`src/rtl/ring_buffer_pkg.sv`:
```
// ring_buffer_pkg: shared types and constants for the scope capture ring buffer.
//   RB_ADDR_W     - default address/depth width
//   rb_addr_t     - address type of that width
//   RB_WRAP_CNT_W - width of the optional saturating wrap counter
package ring_buffer_pkg;

    localparam int unsigned RB_ADDR_W     = 29;
    localparam int unsigned RB_WRAP_CNT_W = 16;

    typedef logic [RB_ADDR_W-1:0] rb_addr_t;

endpackage : ring_buffer_pkg

```
`src/rtl/ring_buffer_wrap_counter.sv`:
```
// ring_buffer_wrap_counter: saturating count of ring buffer wraps.
// Only instantiated when RING_BUFFER_ADDRESS_WRAP_CNT_EN is defined.
// Ports:
//   clk_i - clock, rising edge
//   rst_i - synchronous active-high reset, clears the count
//   inc_i - one wrap event this cycle
//   cnt_o - registered wrap count, sticks at all-ones
module ring_buffer_wrap_counter
    import ring_buffer_pkg::*;
#(
    parameter int unsigned CntW = RB_WRAP_CNT_W
) (
    input  logic            clk_i,
    input  logic            rst_i,
    input  logic            inc_i,
    output logic [CntW-1:0] cnt_o
);

    logic [CntW-1:0] cnt_q, cnt_d;

    always_comb begin
        cnt_d = cnt_q;
        // Saturate rather than roll over so software never sees a small count after many passes
        if (inc_i && (cnt_q != {CntW{1'b1}})) begin
            cnt_d = cnt_q + CntW'(1);
        end
    end

    always_ff @(posedge clk_i) begin
        if (rst_i) begin
            cnt_q <= '0;
        end else begin
            cnt_q <= cnt_d;
        end
    end

    assign cnt_o = cnt_q;

endmodule : ring_buffer_wrap_counter

```
`src/rtl/ring_buffer_address.sv`:
```
// ring_buffer_address: free-running circular write-address generator for the
// scope capture sample RAM. Steps 0..D-1 while enabled and wraps to 0, where
// D = depth (depth = 0 is treated as D = 1).
// Ports:
//   clk      - sole clock, rising edge
//   rstn     - synchronous reset, ACTIVE HIGH despite the name (1 = reset)
//   en       - advance enable
//   depth    - buffer size, sampled every cycle
//   addr     - registered write address
//   wrap     - registered one-cycle pulse coincident with addr returning to 0
//   full     - sticky, set by the first wrap, cleared only by reset
//   wrap_cnt - saturating wrap count (only with RING_BUFFER_ADDRESS_WRAP_CNT_EN)
// Optional feature macro: RING_BUFFER_ADDRESS_WRAP_CNT_EN
module ring_buffer_address
    import ring_buffer_pkg::*;
#(
    parameter int unsigned ADDR_W = RB_ADDR_W
) (
    input  logic                     clk,
    input  logic                     rstn,
    input  logic                     en,
    input  logic [ADDR_W-1:0]        depth,
    output logic [ADDR_W-1:0]        addr,
    output logic                     wrap,
`ifdef RING_BUFFER_ADDRESS_WRAP_CNT_EN
    output logic                     full,
    output logic [RB_WRAP_CNT_W-1:0] wrap_cnt
`else
    output logic                     full
`endif
);

    logic [ADDR_W-1:0] addr_q, addr_d;
    logic              wrap_q, wrap_d;
    logic              full_q, full_d;
    logic [ADDR_W-1:0] last_addr;
    logic              wrap_evt;

    // Last valid address D-1; depth 0 behaves as a single-entry buffer
    assign last_addr = (depth == '0) ? '0 : (depth - ADDR_W'(1));

    // >= rather than == so a depth lowered below the current address wraps at once
    assign wrap_evt = en && (addr_q >= last_addr);

    always_comb begin
        addr_d = addr_q;
        wrap_d = 1'b0;
        full_d = full_q;
        if (en) begin
            if (wrap_evt) begin
                addr_d = '0;
                wrap_d = 1'b1;
                full_d = 1'b1;
            end else begin
                addr_d = addr_q + ADDR_W'(1);
            end
        end
    end

    always_ff @(posedge clk) begin
        if (rstn) begin
            addr_q <= '0;
            wrap_q <= 1'b0;
            full_q <= 1'b0;
        end else begin
            addr_q <= addr_d;
            wrap_q <= wrap_d;
            full_q <= full_d;
        end
    end

    assign addr = addr_q;
    assign wrap = wrap_q;
    assign full = full_q;

`ifdef RING_BUFFER_ADDRESS_WRAP_CNT_EN
    ring_buffer_wrap_counter #(
        .CntW (RB_WRAP_CNT_W)
    ) u_wrap_counter (
        .clk_i (clk),
        .rst_i (rstn),
        .inc_i (wrap_evt),
        .cnt_o (wrap_cnt)
    );
`endif

endmodule : ring_buffer_address

```
`config.mk`:
```
export PLATFORM = sky130hd
export DESIGN_NAME = ring_buffer_address
export DESIGN_NICKNAME = d
export VERILOG_FILES = /design/src/rtl/ring_buffer_pkg.sv /design/src/rtl/ring_buffer_wrap_counter.sv /design/src/rtl/ring_buffer_address.sv
export SDC_FILE = /design/constraint.sdc
export NUM_CORES = 1
export LEC_CHECK = 0
export ABC_AREA = 1
export BUFFER_PORTS_ARGS = -buffer_cell sky130_fd_sc_hd__buf_2
export CORE_MARGIN = 2
export CORE_UTILIZATION = 55
export DETAILED_ROUTE_END_ITERATION = 10
export PLACE_DENSITY = 0.81
export SETUP_SLACK_MARGIN = 0.4
export SKIP_LAST_GASP = 1
export SYNTH_ARGS = -nofsm -noshare
export SYNTH_HDL_FRONTEND = slang
export SYNTH_HIERARCHICAL = 1
export SYNTH_SLANG_ARGS = --single-unit
```
`constraint.sdc`:
```
create_clock -name clk -period 2.8 [get_ports clk]
set_input_delay 0.14 -clock clk [delete_from_list [all_inputs] [get_ports clk]]
set_output_delay 0.14 -clock clk [all_outputs]
set_load 0.03 [all_outputs]
```
Word-level counts from Yosys, hierarchy flattened
Index checks and enable logic that the tools add are counted.
{"block": "op_classes", "muxes": 3, "n_reduce_logical": 4, "order_cmp": 1, "add_sub_neg": 2, "bitwise_logic": 1}
{"op": "$mux 29", "n": 2}
{"op": "$add 29x1->29 const B", "n": 1}
{"op": "$ge 29x29->1", "n": 1}
{"op": "$logic_not 29->1", "n": 1}
{"op": "$sub 29x1->29 const B", "n": 1}
{"op": "$reduce_and 2->1", "n": 1}
{"op": "$reduce_or 2->1", "n": 1}
{"op": "$logic_and 1x1->1", "n": 1}
{"op": "$mux 1", "n": 1}
{"op": "$not 1->1", "n": 1}
{"block": "word_totals", "register_bits": 31, "wordCells": 14, "inputBits": 32, "out_inout_bits": 31}

Logic depth before layout (Yosys ltp)
Gate-level depths: netlist of the first run.
{"block": "logic_depth", "ltp_word": 5, "mapped_depth": 22}

Least setup slack after synthesis of the first run
Ideal clock, no wire load.
{"block": "synth_timing", "path_kind": "input port to flip-flop", "from": "in depth[0]", "to": "reg addr_q[10], in the netlist addr[10]", "path_slack_ns": 0.374, "path_stages": 20, "setup_ns": 0.117, "t_arrival_ns": 2.309, "path_cell_list": "inv_1 -> ha_1 -> nand2_2 -> nor3_4 -> nand2_2 -> nor2_4 -> inv_2 -> nor3_2 -> a21oi_1 -> ha_1 -> nand2_1 -> inv_1 -> nand4_1 -> nor3_1 -> nand2_1 -> nand2_1 -> nand2_1 -> nand2_4 -> buf_6 -> nor2_1"}
{"block": "synth_between", "elab_chain_cells": 5, "word_cells_on_any_way": 6, "classes_between": "add/sub: 1; order compare: 1; mux: 2; reduce/logical: 2"}
{"element": "from (decl)", "line": "ring_buffer_address.sv:22", "rtl": "input logic [ADDR_W-1:0] depth,"}
{"element": "$sub 29x1->29 / $logic_not 29->1 (equally long branches)", "line": "ring_buffer_address.sv:40", "rtl": "assign last_addr = (depth == '0) ? '0 : (depth - ADDR_W'(1));"}
{"element": "$mux 29 *", "line": "ring_buffer_address.sv:40"}
{"element": "$ge 29x29->1 *", "line": "ring_buffer_address.sv:43", "rtl": "assign wrap_evt = en && (addr_q >= last_addr);"}
{"element": "$logic_and 1x1->1 *", "line": "ring_buffer_address.sv:43"}
{"element": "$mux 29 *", "line": "ring_buffer_address.sv:50", "rtl": "if (wrap_evt) begin"}
{"element": "to (signal assigned)", "line": "ring_buffer_address.sv:66", "rtl": "addr_q <= addr_d;"}
{"element": "to (decl)", "line": "ring_buffer_address.sv:33", "rtl": "logic [ADDR_W-1:0] addr_q, addr_d;"}
Mark *: on every way between the ends. The rest lies on a longest branch, timed or not.
A chain may end at the register's enable or synchronous reset.

Worst setup path in the final report of the first run
{"block": "layout_timing", "from": "in depth[0]", "to": "reg full_q, in the netlist full"}
{"block": "layout_between", "elab_chain_cells": 5, "word_cells_on_any_way": 6, "classes_between": "add/sub: 1; order compare: 1; mux: 1; reduce/logical: 3"}
{"element": "$sub 29x1->29 / $logic_not 29->1 (equally long branches)", "line": "ring_buffer_address.sv:40"}
{"element": "$mux 29 *", "line": "ring_buffer_address.sv:40"}
{"element": "$ge 29x29->1 *", "line": "ring_buffer_address.sv:43"}
{"element": "$logic_and 1x1->1 *", "line": "ring_buffer_address.sv:43"}
{"element": "$reduce_and 2->1 (no line) *"}
{"element": "to (signal assigned)", "line": "ring_buffer_address.sv:68", "rtl": "full_q <= full_d;"}
{"element": "to (decl)", "line": "ring_buffer_address.sv:35", "rtl": "logic full_q, full_d;"}
Marks and branches as above.

==> results of run 1 <==
## kinds of logic (layout without fill, tap and decap cells)
logic type	count (synthesis)	after routing
muxes	1	1
AOI/OAI and AO/OA	35	35
xor gates and xnor gates	24	24
adders and majority gates	31	31
DFF	31	31
and+or+nand+nor	326	329
buffers and inverters	61	149
## placed cells by master, fill, tap and decap left out, types with 3 or more instances in the layout
master	instances
o22ai_1	5
buf_4	19
nand2_8	3
a21oi_1	11
and3_1	3
inv_2	3
nand2_4	4
nor2_2	13
inv_1	51
buf_2	55
or2_2	4
clkbuf_8	7
nor3_2	4
nor2_4	28
nand3_1	23
nand4_1	12
xor2_1	15
xnor2_1	9
nor2_1	69
nor3_1	6
nand2_2	17
o21ai_0	9
buf_6	8
ha_1	30
nand2_1	135
dfxtp_1	31
o211ai_1	4
## power by group
part | internal, W | switching (W) | leakage, nW
clock network | 0.000224 | 0.000165 | 0.0515
logic | 0.0000909 | 0.000140 | 1.74
registers | 0.000444 | 0.00000536 | 0.250
## cells in the mapped netlist (all sizes together)
cell type  number
inv            56
nor4            1
o22ai           5
nand3b          1
mux2i           1
nor3           12
buf             5
o31ai           1
and3            3
nand4          14
or3             1
a21oi          13
a22oi           2
o211ai          4
ha             31
xor2           15
o21bai          1
xnor2           9
nand3          24
nor2          110
o21ai           9
dfxtp          31
or2             4
nand2         156
## routing by layer
metal / wire (um) / track usage (%) / up-vias
li1: - / - / 1816
met1: 4040 / 34.8 / 1644
met2: 4790 / 46.8 / 143
met3: 492 / 3.62 / 25
met4: 296 / 11.0 / 0
met5: 0 / 0 / -
## worst max-delay path: cells and delay by family
| family | cells | cell delay [ns] |
|---|---|---|
| AND/OR/NAND/NOR | 12 | 1.31 |
| adder cells (fa/ha/maj) | 2 | 0.43 |
| buffers and inverters | 5 | 0.54 |
| AO/OA/AOI/OAI | 2 | 0.25 |
## sequential cells by signal, summed over array words and instances (netlist names)
signal and count:
addr 29, full 1, wrap 1
## worst max path at each step
stage	start	endpoint	slack, ns
2_1_floorplan	depth[6]	addr[10]$_SDFFE_PP0P_	0.40
3_3_place_gp	depth[3]	addr[19]$_SDFFE_PP0P_	-0.01
3_5_place_dp	depth[3]	addr[0]$_SDFFE_PP0P_	-0.15
4_1_cts	depth[10]	addr[11]$_SDFFE_PP0P_	0.39
5_1_grt	depth[7]	full$_SDFFE_PP0P_	0.16
6_report	depth[0]	full$_SDFFE_PP0P_	0.27
## cell type report
class                           instances  area share, %
Inverter                               56           5.12
Tap cell                               72           2.14
Timing Repair Buffer                   85           13.3
Sequential cell                        31           14.8
Clock buffer                            8           2.38
Multi-Input combinational cell        420           62.3
## timing repair
action,CTS,global route
pin swaps,4,26
buffers inserted,2,11
gates cloned,1,2
gates resized for setup,9,91
hold buffers,0,0
endpoints found under the setup margin,29,31
## per-stage QoR
stage / util, % / TNS, ns
2_1_floorplan: - / 0
3_3_place_gp: 65.5 / -0.284
3_5_place_dp: 65.5 / -3.25
4_1_cts: 68.5 / 0
5_1_grt: 75.8 / 0
6_report: 75.8 / 0
==> results_dict.tcl, run 1 <==
set metrics [dict create \
    outcome "completed" \
    dr_total_vias 3628 \
    clk_pin_slew_worst_paths_ns 0.07 \
    grt_max_degree 22 \
    r2r_setup_slack_ns 0.88 \
    synth-xor-area-share_pct 6.61 \
    max_stage_delay_ns 0.29 \
    min_from "en" \
    cts_inserted_buffers 5 \
    finalClockSkew_ns 0.00658 \
    grt.total_usage_pct 27.5 \
    min_period_over_period_pct 90.2 \
    drt-pass1-iter-count 4 \
    synthMuxAreaShare_pct 0.315 \
    hold_viol 0 \
    synthCells 509 \
    total_power_w 0.00107 \
    drt_iter0_markers 251 \
    cap_violations 0 \
    drtAntennaViolNets 0 \
    syn_area_sq_um 3180 \
    post-route-min-period_ns 2.53 \
    max_clock_freq_ghz 0.396 \
    hold_depth 3 \
    syn_to_final_growth_pct 32.1 \
    required_ns 2.97 \
    grt_setup_unrepaired "true" \
    worstMarginPinSlew_ns 0.623 \
    synthAdderAreaFrac_pct 12.2 \
    total_leakage_power_nw 2.04 \
    setup_slack_ns 0.275 \
    ys_ff_latch 31 \
    end_kind "register" \
    start_util_pct 57.4 \
    clk_latency_ns 0.29 \
    io_pins 63 \
    cts_max_level 2 \
    hp-class "input pin to register" \
    powerDensity_nw_per_um2 255 \
    synthSimpleGateAreaFrac_pct 47.2 \
    synthTopCellsByArea "dfxtp_1 20%, nand2_1 17%, ha_1 12%" \
    place_ws_ns -0.154 \
    cts_buffer_depth 2 \
    synth_compound_area_share_pct 6.33 \
    crit_fanout 5 \
    synth_top_area_cell "dfxtp_1" \
    regArea_sq_um 621 \
    core_area_sq_um 5540 \
    cts_tree "yes" \
    synth_area_per_cell_sq_um 6.25 \
    r2r_start "addr[25]$_SDFFE_PP0P_" \
    arrival_ns 2.70 \
    design_area_sq_um 4200 \
    crit_type "input pin to register" \
    start_kind "input pin" \
    whs_endpoint "wrap$_SDFF_PP0_" \
    syn_nets 572 \
    drive_gt1_share_pct 29.8 \
    slew_viol_final 0 \
    crit_chain "buf_8, inv_4, ha_4, nand2_4, nor3_4, nand2_2, nor2_4, nand2_2, o211ai_1, ha_1, nand2_1, nor2_4, buf_4, a21oi_2, nand2_1, nor2_1, nand2_2, buf_4, buf_6, nand3_2, nand2_1" \
    die_h_um 80.0 \
    placed_cells 648 \
    die_x_um 80.0 \
    fillerInstances 436 \
    antenna_found_initial 0 \
    grt_pass1_vias 3193 \
    multiInputGateArea_sq_um 2620 \
    place.gp.congestion 0.930 \
    die_area_sq_um 6410 \
    synth_top_family_by_area "simple AND/OR/NAND/NOR gates" \
    port_buffers 62 \
    finalNonFillerCells 672 \
    diodes 0 \
    routedWlPerCell_um 14.3 \
    synth_top_area_share_pct 19.5 \
    hpwl_um 6680 \
    ys_seq_area_share_pct 19.5 \
    place_area_sq_um 3630 \
    relSlewSlack_pct 58.4 \
    max-vdd-ir-drop_mv 0.287 \
    clock-sinks 31 \
    yosysWarningCount 6 \
    row_count 27 \
    viasPerCell 5.40 \
    grt_overflow 0 \
    drc_errors 0 \
    grt_first_pass_wirelength_um 14000 \
    synth_cell_types 34 \
    cts_root_buf "clkbuf_8" \
    worst_hold_slack_ns 0.241 \
    r2r_end "full$_SDFFE_PP0P_" \
    cpMaxStageDelayCell "ha_1" \
    totalWireLength_um 9610 \
    nets 662 \
    reg2regPathDepth 12 \
    finalSetupViolations 0 \
]
(Power assumes the default switching activity.)
==> run 2: changes to the inputs <==
Settings changed: BUFFER_PORTS_ARGS -buffer_cell sky130_fd_sc_hd__buf_2 to -buffer_cell sky130_fd_sc_hd__buf_4.
==> run 2 against run 1 <==
Power down 5.2%. Clock power down 15%. First-iteration DRC count down 20%. Non-clock buffer count down 4. Combinational power up 2%. Critical endpoint is now addr[14]$_SDFFE_PP0P_. Largest power group unchanged. Flip-flop and latch count unchanged. Die area unchanged. Cell area up 0.48%. Final cell count down 0.74%.
==> results_dict.tcl, run 2 (synthesis results as in run 1) <==
set metrics [dict create \
    die_area_sq_um 6410 \
    clk_pin_slew_worst_paths_ns 0.06 \
    row_count 27 \
    total_leakage_power_nw 2.02 \
    relSlewSlack_pct 62.9 \
    cts_inserted_buffers 5 \
    cts_buffer_depth 2 \
    clk_latency_ns 0.28 \
    drive_gt1_share_pct 27.4 \
    placed_cells 647 \
    core_area_sq_um 5540 \
    grt_overflow 0 \
    routedWlPerCell_um 13.8 \
    cpMaxStageDelayCell "ha_1" \
    io_pins 63 \
    cts_tree "yes" \
    cap_violations 0 \
    arrival_ns 2.68 \
    max_stage_delay_ns 0.33 \
    antenna_found_initial 0 \
    layout_common_cells "139 x nand2_1, 75 x buf_4, 74 x nor2_1" \
    mostFrequentLayoutCell "nand2_1" \
    end_kind "register" \
    syn_to_final_growth_pct 32.7 \
    finalClockSkew_ns 0.00450 \
    min_period_over_period_pct 88.0 \
    crit_fanout 13 \
    path_buf_inv 3 \
    start_kind "input pin" \
    hold_viol 0 \
    outcome "completed" \
    worst_hold_slack_ns 0.234 \
    cts_root_buf "clkbuf_8" \
    largest_reg_flops 29 \
    setup-tns-final_ns 0 \
    max_clock_freq_ghz 0.406 \
    fillerInstances 460 \
    viasPerCell 5.43 \
    required_ns 3.01 \
    crit_top_cell "nand2_1" \
    grt_first_pass_wirelength_um 13300 \
    slew_viol_final 0 \
    worstMarginPinSlew_ns 0.556 \
    hp-class "input pin to register" \
    drtAntennaViolNets 0 \
    place.gp.congestion 0.912 \
    grt_pass1_vias 3192 \
    cp_top_family "simple AND/OR/NAND/NOR gates" \
    diodes 0 \
    drt-pass1-iter-count 4 \
    grt_max_degree 28 \
    grt_setup_unrepaired "true" \
    place_area_sq_um 3780 \
    clock-sinks 31 \
    grt.total_usage_pct 25.9 \
    drc_errors 0 \
    finalSetupViolations 0 \
    die_x_um 80.0 \
    die_h_um 80.0 \
    cts_max_level 2 \
    powerDensity_nw_per_um2 240 \
    max-vdd-ir-drop_mv 0.244 \
    port_buffers 62 \
    dr_total_vias 3621 \
    drt_iter0_markers 201 \
    crit_type "input pin to register" \
    finalNonFillerCells 667 \
    start_util_pct 57.4 \
    totalWireLength_um 9220 \
    design_area_sq_um 4220 \
    hpwl_um 6700 \
    post-route-min-period_ns 2.46 \
    crit_chain "buf_4, nor2_4, nand2_2, nor3_4, nand2_2, nor2_4, inv_2, nor3_4, a21oi_2, ha_1, nand2_1, inv_1, nand2_1, nand2_1, a21oi_1, nand2_1, nor2_2, nand2_2, nand2_4, nand2_4, nor2_1" \
    nets 657 \
]
==> run 2: changes by cell type in the layout (fill, tap and decap cells not counted), sizes merged <==
cell    change
clkinv      +1
buf         -4
clkbuf      -1
nand2       -1
==> run 2: worst paths after layout <==
check	startpoint	endpoint	slack (ns)	cells after the start
hold reg to reg	full$_SDFFE_PP0P_	full$_SDFFE_PP0P_	0.47	2
setup / recovery	depth[9]	addr[14]$_SDFFE_PP0P_	0.34	21
hold / removal	en	addr[1]$_SDFFE_PP0P_	0.23	3
setup reg to reg	addr[25]$_SDFFE_PP0P_	addr[14]$_SDFFE_PP0P_	0.86	11
==> run 2: power by group <==
part | switching [W] | internal, W | total (W)
Sequential | 0.00000525 | 0.000444 | 0.000450
Combinational | 0.000136 | 0.0000995 | 0.000236
Clock | 0.000155 | 0.000174 | 0.000329
Total | 0.000297 | 0.000718 | 0.00101
==> run 2: area by class of cell <==
cell class | instances | area (sq um) | share of cell area (%)
Multi-Input combinational cell | 419 | 2570 | 60.9
Timing Repair Buffer | 81 | 643 | 15.2
Sequential cell | 31 | 621 | 14.7
Inverter | 56 | 215 | 5.10
Tap cell | 72 | 90.1 | 2.13
Clock buffer | 7 | 76.3 | 1.81
Clock inverter | 1 | 5.00 | 0.119
==> run 2: tightest hold or removal path: stages <==
cell	delay, ns
buf_4	0.16
mux2i_1	0.09
nor2_1	0.09
==> run 2: per-stage QoR <==
| step | util [%] | power, W | setup WS (ns) |
|---|---|---|---|
| global route | 76.2 | 0.00105 | 0.209 |
| CTS | 70.3 | 0.000980 | 0.408 |
| floorplan | - | 0.000569 | 0.400 |
| global placement | 68.2 | 0.000646 | -0.0146 |
| detailed placement | 68.2 | 0.000651 | -0.0933 |
| finish | 76.2 | 0.00101 | 0.336 |
==> run 2: routing by layer <==
| layer | global-route usage, % | vias up | routed length (um) |
|---|---|---|---|
| met2 | 47.2 | 130 | 4670 |
| met3 | 2.04 | 19 | 467 |
| met1 | 31.3 | 1664 | 3880 |
| met5 | 0 | - | 0 |
| li1 | - | 1808 | - |
| met4 | 9.83 | 0 | 203 |
==> run 2: repair_timing <==
action / 4_1_cts / 5_1_grt
gates resized for setup: 5 / 65
endpoints found under the setup margin: 29 / 31
gates cloned: 0 / 2
pin swaps: 2 / 25
buffers inserted: 2 / 8
hold buffers: 0 / 0
